--- src/rtl/videogen_pkg.sv ---
// Shared types and constants for the flash-field pattern generator.
package videogen_pkg;

  // One rectangle occupies 48 bits in the packed field_rects bus.
  localparam int RECT_BITS = 48;

  // Half-open rectangle [x0,x1) x [y0,y1); x0 sits in the MSBs.
  typedef struct packed {
    logic [11:0] x0;
    logic [11:0] x1;
    logic [11:0] y0;
    logic [11:0] y1;
  } rect_t;

  // Per-bit colour values, replicated to the pixel width by the user.
  localparam logic COLOR_WHITE = 1'b1;
  localparam logic COLOR_BLACK = 1'b0;

endpackage

--- src/rtl/flash_field_pattern_gen_rect_hit.sv ---
// Combinational half-open rectangle compare. A rectangle with x0>=x1 or
// y0>=y1 can never satisfy both bounds, so it never hits.
module rect_hit
  import videogen_pkg::*;
(
  input  rect_t       rect,
  input  logic [11:0] x,
  input  logic [11:0] y,
  output logic        hit
);

  // Pixel lies inside the rectangle on both axes.
  always_comb begin
    hit = (x >= rect.x0) && (x < rect.x1) && (y >= rect.y0) && (y < rect.y1);
  end

endmodule

--- src/rtl/flash_field_pattern_gen.sv ---
// Flashing-field lag-test pattern generator with a bitmap text overlay.
// Optional build macro FLASH_FIELD_FRAME_STAMP_EN adds a 16-bit frame
// sequence stamp drawn on line 0, pixels 0..15.
// frame_count exposes the flash frame counter for debug.
module flash_field_pattern_gen
  import videogen_pkg::*;
#(
  parameter int NUM_FIELDS  = 3,
  parameter int DATA_WIDTH  = 24,
  parameter int TEXT_WIDTH  = 192,
  parameter int TEXT_HEIGHT = 16
) (
  input  logic                          clock,
  input  logic                          reset,
  input  logic                          frame_start,
  input  logic                          de,
  input  logic [11:0]                   visible_counterX,
  input  logic [11:0]                   visible_counterY,
  input  logic                          flash_enable,
  input  logic [7:0]                    period_frames,
  input  logic [NUM_FIELDS*RECT_BITS-1:0] field_rects,
  input  logic [11:0]                   text_x0,
  input  logic [11:0]                   text_y0,
  input  logic [1:0]                    text_h_div,
  input  logic [1:0]                    text_v_div,
  input  logic [TEXT_WIDTH-1:0]         text_line,
  output logic                          field_on,
  output logic                          starttrigger,
  output logic [DATA_WIDTH-1:0]         data,
  output logic                          data_valid,
  output logic [7:0]                    frame_count
);

  localparam int IW = $clog2(TEXT_WIDTH);

  // Handshake note: there is no back-pressure. data_valid is de delayed by
  // exactly two clocks and qualifies data in the same cycle.

  logic [7:0] period_last;
  assign period_last = (period_frames == 8'd0) ? 8'd0 : (period_frames - 8'd1);

  // Flash state machine: counter and on/off state advance only on frame_start.
  always_ff @(posedge clock or posedge reset) begin
    if (reset) begin
      frame_count  <= 8'd0;
      field_on     <= 1'b0;
      starttrigger <= 1'b0;
    end else begin
      starttrigger <= 1'b0;
      if (frame_start) begin
        if (!flash_enable) begin
          frame_count <= 8'd0;
          field_on    <= 1'b0;
        end else if (frame_count < period_last) begin
          frame_count <= frame_count + 8'd1;
        end else begin
          frame_count  <= 8'd0;
          field_on     <= ~field_on;
          starttrigger <= ~field_on;
        end
      end
    end
  end

  // Per-field rectangle hits.
  logic [NUM_FIELDS-1:0] hits;
  for (genvar g = 0; g < NUM_FIELDS; g++) begin : g_field
    rect_t r;
    assign r = rect_t'(field_rects[g*RECT_BITS +: RECT_BITS]);
    rect_hit u_hit (.rect(r), .x(visible_counterX), .y(visible_counterY), .hit(hits[g]));
  end

  // Text window bounds at 14 bits so a window near the right edge never wraps.
  logic [13:0] x14, y14, tx0, ty0, tw, th, dx, scaled;
  logic        text_hit_c, text_bit_c;
  logic [IW-1:0] text_idx;
  assign x14    = {2'b00, visible_counterX};
  assign y14    = {2'b00, visible_counterY};
  assign tx0    = {2'b00, text_x0};
  assign ty0    = {2'b00, text_y0};
  assign tw     = 14'(TEXT_WIDTH) << text_h_div;
  assign th     = 14'(TEXT_HEIGHT) << text_v_div;
  assign dx     = x14 - tx0;
  assign scaled = dx >> text_h_div;
  assign text_idx = IW'(14'(TEXT_WIDTH - 1) - scaled);

  // Window test and glyph bit select; the bit is only meaningful inside.
  always_comb begin
    text_hit_c = (x14 >= tx0) && (x14 < tx0 + tw) && (y14 >= ty0) && (y14 < ty0 + th);
    text_bit_c = 1'b0;
    if (text_hit_c) text_bit_c = text_line[text_idx];
  end

`ifdef FLASH_FIELD_FRAME_STAMP_EN
  logic [15:0] frame_seq;
  logic        stamp1, stamp_bit1;

  // Free-running frame sequence number, counts every frame_start.
  always_ff @(posedge clock or posedge reset) begin
    if (reset) frame_seq <= 16'd0;
    else if (frame_start) frame_seq <= frame_seq + 16'd1;
  end

  // Stamp stage 1: line 0, pixels 0..15 show frame_seq MSB first.
  always_ff @(posedge clock or posedge reset) begin
    if (reset) begin
      stamp1     <= 1'b0;
      stamp_bit1 <= 1'b0;
    end else begin
      stamp1     <= (visible_counterY == 12'd0) && (visible_counterX < 12'd16);
      stamp_bit1 <= frame_seq[4'd15 - visible_counterX[3:0]];
    end
  end
`endif

  logic de1, field_hit1, text_hit1, text_bit1;

  // Pipeline stage 1: register hit flags and the selected glyph bit.
  always_ff @(posedge clock or posedge reset) begin
    if (reset) begin
      de1        <= 1'b0;
      field_hit1 <= 1'b0;
      text_hit1  <= 1'b0;
      text_bit1  <= 1'b0;
    end else begin
      de1        <= de;
      field_hit1 <= |hits;
      text_hit1  <= text_hit_c;
      text_bit1  <= text_bit_c;
    end
  end

  // Pipeline stage 2: colour priority mux using the registered flash state.
  always_ff @(posedge clock or posedge reset) begin
    if (reset) begin
      data       <= '0;
      data_valid <= 1'b0;
    end else begin
      data_valid <= de1;
      if (!de1) begin
        data <= {DATA_WIDTH{COLOR_BLACK}};
`ifdef FLASH_FIELD_FRAME_STAMP_EN
      end else if (stamp1) begin
        data <= {DATA_WIDTH{stamp_bit1}};
`endif
      end else if (field_on && field_hit1) begin
        data <= {DATA_WIDTH{COLOR_WHITE}};
      end else if (text_hit1) begin
        data <= text_bit1 ? {DATA_WIDTH{COLOR_WHITE}} : {DATA_WIDTH{COLOR_BLACK}};
      end else begin
        data <= {DATA_WIDTH{COLOR_BLACK}};
      end
    end
  end

endmodule
--- config.mk ---
export PLATFORM = sky130hd
export DESIGN_NAME = flash_field_pattern_gen
export DESIGN_NICKNAME = d
export VERILOG_FILES = /design/src/rtl/videogen_pkg.sv /design/src/rtl/flash_field_pattern_gen_rect_hit.sv /design/src/rtl/flash_field_pattern_gen.sv
export SDC_FILE = /design/constraint.sdc
export NUM_CORES = 1
export LEC_CHECK = 0
export ABC_AREA = 1
export CAP_MARGIN = 25
export CORE_AREA = 4 4 168 170
export CTS_CLUSTER_SIZE = 14
export DETAILED_ROUTE_END_ITERATION = 7
export DIE_AREA = 0 0 172 174
export GPL_TIMING_DRIVEN = 0
export PLACE_DENSITY = 0.68
export SETUP_SLACK_MARGIN = 0.15
export SYNTH_ARGS = -nofsm -noshare
export SYNTH_HDL_FRONTEND = slang
export SYNTH_SLANG_ARGS = --single-unit
export TNS_END_PERCENT = 1
--- constraint.sdc ---
create_clock -name clock -period 1.84 [get_ports clock]
set_input_delay 0.276 -clock clock [delete_from_list [all_inputs] [get_ports clock]]
set_output_delay 0.276 -clock clock [all_outputs]
set_load 0.02 [all_outputs]
=== After elaboration in Yosys (flattened, before gate mapping) ===
Cells that the tools add are included.

* Register bits after elaboration: 39
* Input port bits: 401
* Output and inout port bits: 35
* Word-level logic and storage cells: 69

* Add/sub/neg operators: 6
* Magnitude comparators: 18
* Eq/ne operators: 1
* Shifts and indexed selects: 3
* Muxes and demuxes: 15
* Bitwise gates (word level): 1
* Reductions and logical operators: 16

{| class="wikitable"
|+ Operators with widths
! cell !! count
|-
| $ge 12x12->1 || 8
|-
| $mux 24 || 4
|-
| $lt 12x12->1 || 6
|-
| $add 12x14->14 || 2
|-
| $lt 12x14->1 || 2
|-
| $mux 8 || 3
|-
| $shl 5x2->14 const A || 1
|-
| $shl 8x2->14 const A || 1
|-
| $shr 14x2->8 || 1
|-
| $logic_and 1x1->1 || 13
|-
| $sub 12x12->13 || 1
|-
| $lt 8x9->1 const B || 1
|-
| $add 8x1->8 const B || 1
|-
| $bmux 1 s8 || 1
|-
| $logic_not 8->1 || 1
|-
| $lt 8x8->1 || 1
|-
| $sub 8x1->8 const B || 1
|-
| $sub 8x8->8 const A || 1
|-
| $mux 1 || 7
|-
| $reduce_or 3->1 || 1
|-
| $ne 2x2->1 const B || 1
|-
| $reduce_and 2->1 || 1
|-
| $not 1->1 || 1
|}

=== Logic depth before layout (Yosys ltp) ===
* Depth after elaboration: 7
* Depth in mapped cells: 23
* Depth with buffers taken out: 22

=== By module ===
From an unflattened synthesis, not the netlist that was laid out.

* Cells, all modules: 1534
* Area total of the unflattened synthesis: 8882.3 um2

{| class="wikitable"
|+ Modules (own cells, without submodules)
! module !! instances !! cells an instance !! area each (um2) !! seq. area each (um2)
|-
| flash_field_pattern_gen || 1 || 880 || 5106.1 || 400.4
|-
| rect_hit || 3 || 218 || 1258.7 || 0.0
|}

=== Least setup slack after synthesis ===
OpenSTA, ideal clock, no wires.

* Path type: input port to flip-flop
* Start: in visible_counterX[0]
* End: reg text_bit1
* Library setup time: 119 ps
* Arrival: 2439 ps
* Required time: 1721 ps
* Path slack: -718 ps
* Stages: 18
* Buffers on the path: 2
* Cells stage by stage: inv_1 -> ha_1 -> inv_1 -> fa_1 -> xor2_1 -> nand2_1 -> nand3_4 -> nand2_4 -> buf_6 -> buf_2 -> nand2_1 -> nand3_1 -> nand3_1 -> nand3_1 -> nand3_1 -> nand3_1 -> a21oi_1 -> nor2_1

* Longest elaborated chain between the ends: 6

{| class="wikitable"
|+ RTL lines
! item !! RTL line !! RTL
|-
| start: declaration || flash_field_pattern_gen.sv:17 || <nowiki>input logic [11:0] visible_counterX,</nowiki>
|-
| $sub 12x12->13 || flash_field_pattern_gen.sv:83 || <nowiki>assign dx = x14 - tx0;</nowiki>
|-
| $shr 14x2->8 || flash_field_pattern_gen.sv:84 || <nowiki>assign scaled = dx >> text_h_div;</nowiki>
|-
| $sub 8x8->8 || flash_field_pattern_gen.sv:85 || <nowiki>assign text_idx = IW'(14'(TEXT_WIDTH - 1) - scaled);</nowiki>
|-
| $bmux 1 s8 || flash_field_pattern_gen.sv:91 || <nowiki>if (text_hit_c) text_bit_c = text_line[text_idx];</nowiki>
|-
| $mux 1 (implied by the code) || flash_field_pattern_gen.sv:91 ||
|-
| $mux 1 (*) || flash_field_pattern_gen.sv:91 ||
|-
| named net text_bit_c || flash_field_pattern_gen.sv:75 || <nowiki>logic text_hit_c, text_bit_c;</nowiki>
|-
| end signal: assignment || flash_field_pattern_gen.sv:129 || <nowiki>text_bit1 <= text_bit_c;</nowiki>
|-
| end: declaration || flash_field_pattern_gen.sv:116 || <nowiki>logic de1, field_hit1, text_hit1, text_bit1;</nowiki>
|}

Mark *: on every way through the listed nets, which the timed path passes. The rest lies on a longest branch. The select of a mux whose other input is x is not followed.
A chain may end at the register's enable or synchronous reset.

=== Final worst setup path ===
* Start: in text_x0[4]
* End: reg text_bit1

* Longest elaborated chain between the ends: 6

{| class="wikitable"
|+ RTL lines
! item !! RTL line !! RTL
|-
| start: declaration || flash_field_pattern_gen.sv:22 || <nowiki>input logic [11:0] text_x0,</nowiki>
|-
| $sub 12x12->13 / $add 12x14->14 (equally long branches) || flash_field_pattern_gen.sv:83, flash_field_pattern_gen.sv:89 ||
|-
| $shr 14x2->8 / $lt 12x14->1 (equally long branches) || flash_field_pattern_gen.sv:84, flash_field_pattern_gen.sv:89 ||
|-
| $sub 8x8->8 / $logic_and 1x1->1 (equally long branches) || flash_field_pattern_gen.sv:85, flash_field_pattern_gen.sv:89 ||
|-
| $bmux 1 s8 / $logic_and 1x1->1 (equally long branches) || flash_field_pattern_gen.sv:91, flash_field_pattern_gen.sv:89 ||
|-
| $mux 1 (implied by the code) / $logic_and 1x1->1 (equally long branches) || flash_field_pattern_gen.sv:91, flash_field_pattern_gen.sv:89 ||
|-
| $mux 1 (*) || flash_field_pattern_gen.sv:91 ||
|-
| named net text_bit_c || flash_field_pattern_gen.sv:75 ||
|}

Marks and branches as above.

==> impl_metrics.xml <==
<?xml version="1.0" encoding="UTF-8"?>
<metrics>
  <group name="setup_path">
    <metric name="critical-path-top-cell-by-count" unit="">sky130_fd_sc_hd__nand3_2</metric>
    <metric name="crit_path_max_cell_delay" unit="ns">0.47</metric>
    <metric name="rr_endpoint" unit="">field_on</metric>
    <metric name="reg2reg_depth" unit="">10</metric>
    <metric name="timing.critical_path.cells" unit="">clkdlybuf4s50_1 -&gt; inv_2 -&gt; ha_4 -&gt; buf_4 -&gt; nand3_2 -&gt; nand2_2 -&gt; nand2_2 -&gt; nand3_4 -&gt; nand2_4 -&gt; buf_12 -&gt; buf_16 -&gt; buf_8 -&gt; nand3_2 -&gt; nand3_2 -&gt; nand3_1 -&gt; nand3_1 -&gt; nand3_2 -&gt; nand2_2 -&gt; a21oi_2 -&gt; nand2_1 -&gt; nor2_2</metric>
    <metric name="critical_path_peak_fanout" unit="">4</metric>
    <metric name="worst-endpoint-required" unit="ns">2.01</metric>
    <metric name="setup.worst_path.start_class" unit="">primary input</metric>
    <metric name="path_class" unit="">in -&gt; reg</metric>
    <metric name="end_kind" unit="">flip-flop</metric>
    <metric name="worst_r2r_startpoint" unit="">frame_count[1]</metric>
    <metric name="cp_data_arrival_time" unit="ns">2.84</metric>
    <metric name="r2r_slack" unit="ns">0.22</metric>
    <metric name="crit_family" unit="">simple AND/OR/NAND/NOR gates</metric>
    <metric name="cp_slowest_cell" unit="">sky130_fd_sc_hd__clkdlybuf4s50_1</metric>
    <metric name="path_buf_inv" unit="">6</metric>
  </group>
  <group name="timing">
    <metric name="grt_setup_unrepaired" unit="">yes</metric>
    <metric name="fin_tns_setup" unit="ns">-10.51</metric>
    <metric name="layout_worst_path_cycle_share" unit="">1.45</metric>
    <metric name="timing_worst_slew_pin_value" unit="ns">0.689</metric>
    <metric name="fin_worst_hold_slack" unit="ns">0.371</metric>
    <metric name="min_period" unit="ns">2.67</metric>
    <metric name="fmaxAchievable" unit="MHz">375</metric>
    <metric name="clock_skew" unit="ns">0.00320</metric>
    <metric name="max-slew-margin-rel" unit="">0.541</metric>
    <metric name="timing.final.setup_violations" unit="">37</metric>
    <metric name="timing_hold_violations_final" unit="">0</metric>
    <metric name="post-route-worst-setup-slack" unit="ns">-0.826</metric>
    <metric name="maxSlewViolCount" unit="">0</metric>
  </group>
  <group name="floorplan">
    <metric name="starting_utilization_of_the_core_area" unit="">0.308</metric>
    <metric name="die-area" unit="um^2">29900</metric>
    <metric name="row_cnt" unit="">60</metric>
    <metric name="top_level_ports" unit="">436</metric>
    <metric name="coreArea" unit="um^2">26700</metric>
    <metric name="dieWidth" unit="um">172</metric>
    <metric name="die_h" unit="um">174</metric>
  </group>
  <group name="hold_path">
    <metric name="hold-path-cell-count" unit="">0</metric>
    <metric name="hold_path_startpoint" unit="">de1</metric>
    <metric name="hold-path-endpoint" unit="">data_valid</metric>
    <metric name="min-delay-path-class" unit="">reg -&gt; reg</metric>
  </group>
  <group name="placed_design">
    <metric name="place.gp.congestion" unit="">0.910</metric>
    <metric name="io_buffer_count" unit="">435</metric>
    <metric name="hpwl" unit="um">30600</metric>
    <metric name="total_instance_count_after_detailed_placement" unit="">2125</metric>
  </group>
  <group name="synth">
    <metric name="post_synthesis_average_cell_area" unit="um^2">6.11</metric>
    <metric name="postSynth.asyncResetShare" unit="">1.00</metric>
    <metric name="post_synth_xor_area_fraction" unit="">0.0170</metric>
    <metric name="synth_flop_cell" unit="">sky130_fd_sc_hd__dfrtp_1</metric>
    <metric name="netlist-cell-type-count" unit="">46</metric>
    <metric name="synth_adder_area_share" unit="">0.305</metric>
    <metric name="ys.warnings.count" unit="">0</metric>
    <metric name="synth_largest_type_area_fraction" unit="">0.298</metric>
    <metric name="postSynthRegisterBits" unit="">16</metric>
    <metric name="synthSimpleGateAreaFrac" unit="">0.353</metric>
    <metric name="syn_inst" unit="">1348</metric>
    <metric name="synth.mux.area_fraction" unit="">0</metric>
    <metric name="synth_sequential_area_ratio" unit="">0.0486</metric>
    <metric name="post_synth_instance_area" unit="um^2">8240</metric>
    <metric name="post_synth_main_area_contributors" unit="">sky130_fd_sc_hd__ha_1 30%, sky130_fd_sc_hd__nand3_1 16%, sky130_fd_sc_hd__nand2_1 14%, sky130_fd_sc_hd__inv_1 10%, sky130_fd_sc_hd__a21oi_1 5.1%</metric>
    <metric name="synth_edf_count" unit="">0</metric>
    <metric name="synth-compound-area-share" unit="">0.126</metric>
    <metric name="netlist.top_cell.by_area" unit="">sky130_fd_sc_hd__ha_1</metric>
    <metric name="mappedNetlistNets" unit="">1948</metric>
    <metric name="main_combinational_cell_family_by_area_after_synthesis" unit="">simple AND/OR/NAND/NOR gates</metric>
  </group>
  <group name="final_layout">
    <metric name="fill_cells" unit="">2573</metric>
    <metric name="multi_input_area" unit="um^2">7390</metric>
    <metric name="fin_nets" unit="">2446</metric>
    <metric name="instances_no_fill" unit="">2193</metric>
    <metric name="area_growth" unit="%">77.7</metric>
    <metric name="post_route_cells_drive_above_1_share" unit="">0.170</metric>
    <metric name="sequential_cell_area" unit="um^2">400</metric>
  </group>
  <group name="clock_tree">
    <metric name="cts_buffer_depth" unit="">2</metric>
    <metric name="clk-insertion-delay-late" unit="ns">0.24</metric>
    <metric name="clock_transition_time_at_the_flip_flop_clock_pins_of_the_worst_setup_and_hold_paths" unit="ns">0.04</metric>
    <metric name="cts_tree" unit="">done</metric>
    <metric name="cts.sink_count" unit="">16</metric>
    <metric name="hold_buffers" unit="">0</metric>
    <metric name="htreeDepth" unit="">1</metric>
    <metric name="cts_made_buffers" unit="">3</metric>
    <metric name="cts_root_buf" unit="">sky130_fd_sc_hd__clkbuf_16</metric>
  </group>
  <group name="pwr">
    <metric name="static-leakage-power" unit="nW">7.30</metric>
    <metric name="share_comb_of_total_power" unit="">0.853</metric>
    <metric name="pwr_density_cell" unit="nW/um^2">376</metric>
    <metric name="ir_worst_vdd" unit="mV">0.334</metric>
    <metric name="internal-power" unit="W">0.00305</metric>
    <metric name="p_seq_frac" unit="">0.073</metric>
    <metric name="power_switching_share" unit="">0.447</metric>
    <metric name="total_switching_power" unit="W">0.00246</metric>
    <metric name="clock_power_share" unit="">0.074</metric>
  </group>
  <group name="flow_run">
    <metric name="max_cap_violations" unit="">0</metric>
  </group>
  <group name="status">
    <metric name="run_status" unit="">complete, but fails checks</metric>
    <metric name="violations" unit="">setup timing</metric>
  </group>
  <group name="route">
    <metric name="viasPerCell" unit="">5.05</metric>
    <metric name="first_pass_iters" unit="">5</metric>
    <metric name="postRouteAntennaNets" unit="">0</metric>
    <metric name="drt_wl_total" unit="um">36800</metric>
    <metric name="drt-wirelength-per-cell" unit="um">16.8</metric>
    <metric name="drc_viols" unit="">0</metric>
    <metric name="drt_iter0_drc" unit="">554</metric>
    <metric name="vias" unit="">11070</metric>
  </group>
  <group name="global_route">
    <metric name="grt.overflow.total" unit="">0</metric>
    <metric name="grt_max_degree" unit="">25</metric>
    <metric name="grt_pass1_vias" unit="">10981</metric>
    <metric name="globalRouteTotalUtil" unit="">0.226</metric>
    <metric name="grt_antenna_before_repair" unit="">11</metric>
    <metric name="grt_pass1_wl" unit="um">54600</metric>
  </group>
</metrics>
## final cells by class
| type | instances | share of cell area |
|---|---|---|
| buffer | 65 | 0.0395 |
| timing repair buffer | 493 | 0.334 |
| clock buffer | 3 | 0.00513 |
| inverter | 224 | 0.0589 |
| multi-input combinational | 1043 | 0.504 |
| tap | 341 | 0.0291 |
| sequential | 16 | 0.0273 |
| antenna | 8 | 0.00137 |
## worst max path at each step
stage                        startpoint        end  slack [ns]  cells past startpoint
global placement    visible_counterX[1]  text_bit1       -2.01                     16
finish                       text_x0[4]  text_bit1       -0.83                     21
global route        visible_counterX[0]  text_bit1       -0.98                     21
CTS                       text_v_div[1]  text_bit1       -0.79                     19
detailed placement  visible_counterX[2]  text_bit1       -1.88                     19
floorplan           visible_counterX[0]  text_bit1       -0.58                     22
## cell usage after synthesis, drive strengths merged (11+ instances only)
cell type	number
nand2	305
nand3	268
inv	224
ha	196
a21oi	86
buf	58
nor2	50
o21ai	28
nand4	18
dfrtp	16
a211oi	14
xor2	11
## sequential cells by signal, indices dropped and copies added, names as in the netlist
name          cells
starttrigger      1
data              1
frame_count       8
de1               1
data_valid        1
field_hit1        1
field_on          1
text_bit1         1
text_hit1         1
## cell usage in the layout, fill, tap and decap left out, types with 9 or more instances in the layout
| master | n |
|---|---|
| sky130_fd_sc_hd__o21ai_0 | 18 |
| sky130_fd_sc_hd__nand3_1 | 209 |
| sky130_fd_sc_hd__a21oi_2 | 16 |
| sky130_fd_sc_hd__o211ai_1 | 9 |
| sky130_fd_sc_hd__nand2_2 | 22 |
| sky130_fd_sc_hd__buf_4 | 85 |
| sky130_fd_sc_hd__ha_1 | 181 |
| sky130_fd_sc_hd__dfrtp_1 | 16 |
| sky130_fd_sc_hd__clkdlybuf4s50_1 | 397 |
| sky130_fd_sc_hd__dlygate4sd2_1 | 18 |
| sky130_fd_sc_hd__buf_6 | 12 |
| sky130_fd_sc_hd__nand2_1 | 275 |
| sky130_fd_sc_hd__buf_2 | 9 |
| sky130_fd_sc_hd__inv_2 | 10 |
| sky130_fd_sc_hd__nor2_1 | 39 |
| sky130_fd_sc_hd__nand4_1 | 18 |
| sky130_fd_sc_hd__nor2_2 | 9 |
| sky130_fd_sc_hd__ha_4 | 14 |
| sky130_fd_sc_hd__xor2_1 | 9 |
| sky130_fd_sc_hd__buf_8 | 11 |
| sky130_fd_sc_hd__nand3_2 | 54 |
| sky130_fd_sc_hd__a21oi_1 | 69 |
| sky130_fd_sc_hd__inv_1 | 207 |
| sky130_fd_sc_hd__a211oi_1 | 12 |
## per-layer routing
layer,up-vias,wire length [um],global-route usage
li1,5523,-,-
met3,115,2870,0.0439
met5,-,30,0
met2,450,18600,0.426
met1,4976,13500,0.239
met4,6,1790,0.0983
## stage by stage
step | instance area, um^2 | total power (W) | util | setup slack, ns
CTS | 14300 | 0.00528 | 0.534 | -0.793
global placement | 13100 | 0.00415 | 0.491 | -2.01
finish | 14600 | 0.00551 | 0.548 | -0.826
global route | 14600 | 0.00599 | 0.548 | -0.977
floorplan | 8330 | 0.00253 | - | -0.583
detailed placement | 13100 | 0.00423 | 0.491 | -1.88
## logic make-up after synthesis
logic type | Yosys count
AO/OA/AOI/OAI | 173
XOR/XNOR | 16
adder cells (fa/ha/maj) | 199
buffers and inverters | 289
flip-flops | 16
AND/OR/NAND/NOR | 655
## power by group through the flow
stage / registers, W / clock network (W) / logic [W]
after global routing: 0.000408 / 0.000434 / 0.00515
after floorplan: 0.000420 / 0 / 0.00211
final: 0.000404 / 0.000408 / 0.00470
after global placement: 0.000407 / 0 / 0.00375
after detailed placement: 0.000407 / 0 / 0.00382
after CTS: 0.000402 / 0.000422 / 0.00445
## repair_timing
action | in CTS | in global routing
setup buffers | 39 | 13
cloned | 5 | 0
endpoints found under the setup margin | 37 | 37
gates resized for setup | 248 | 93
pin swaps | 72 | 73
Power figures use the tool's default switching activity.
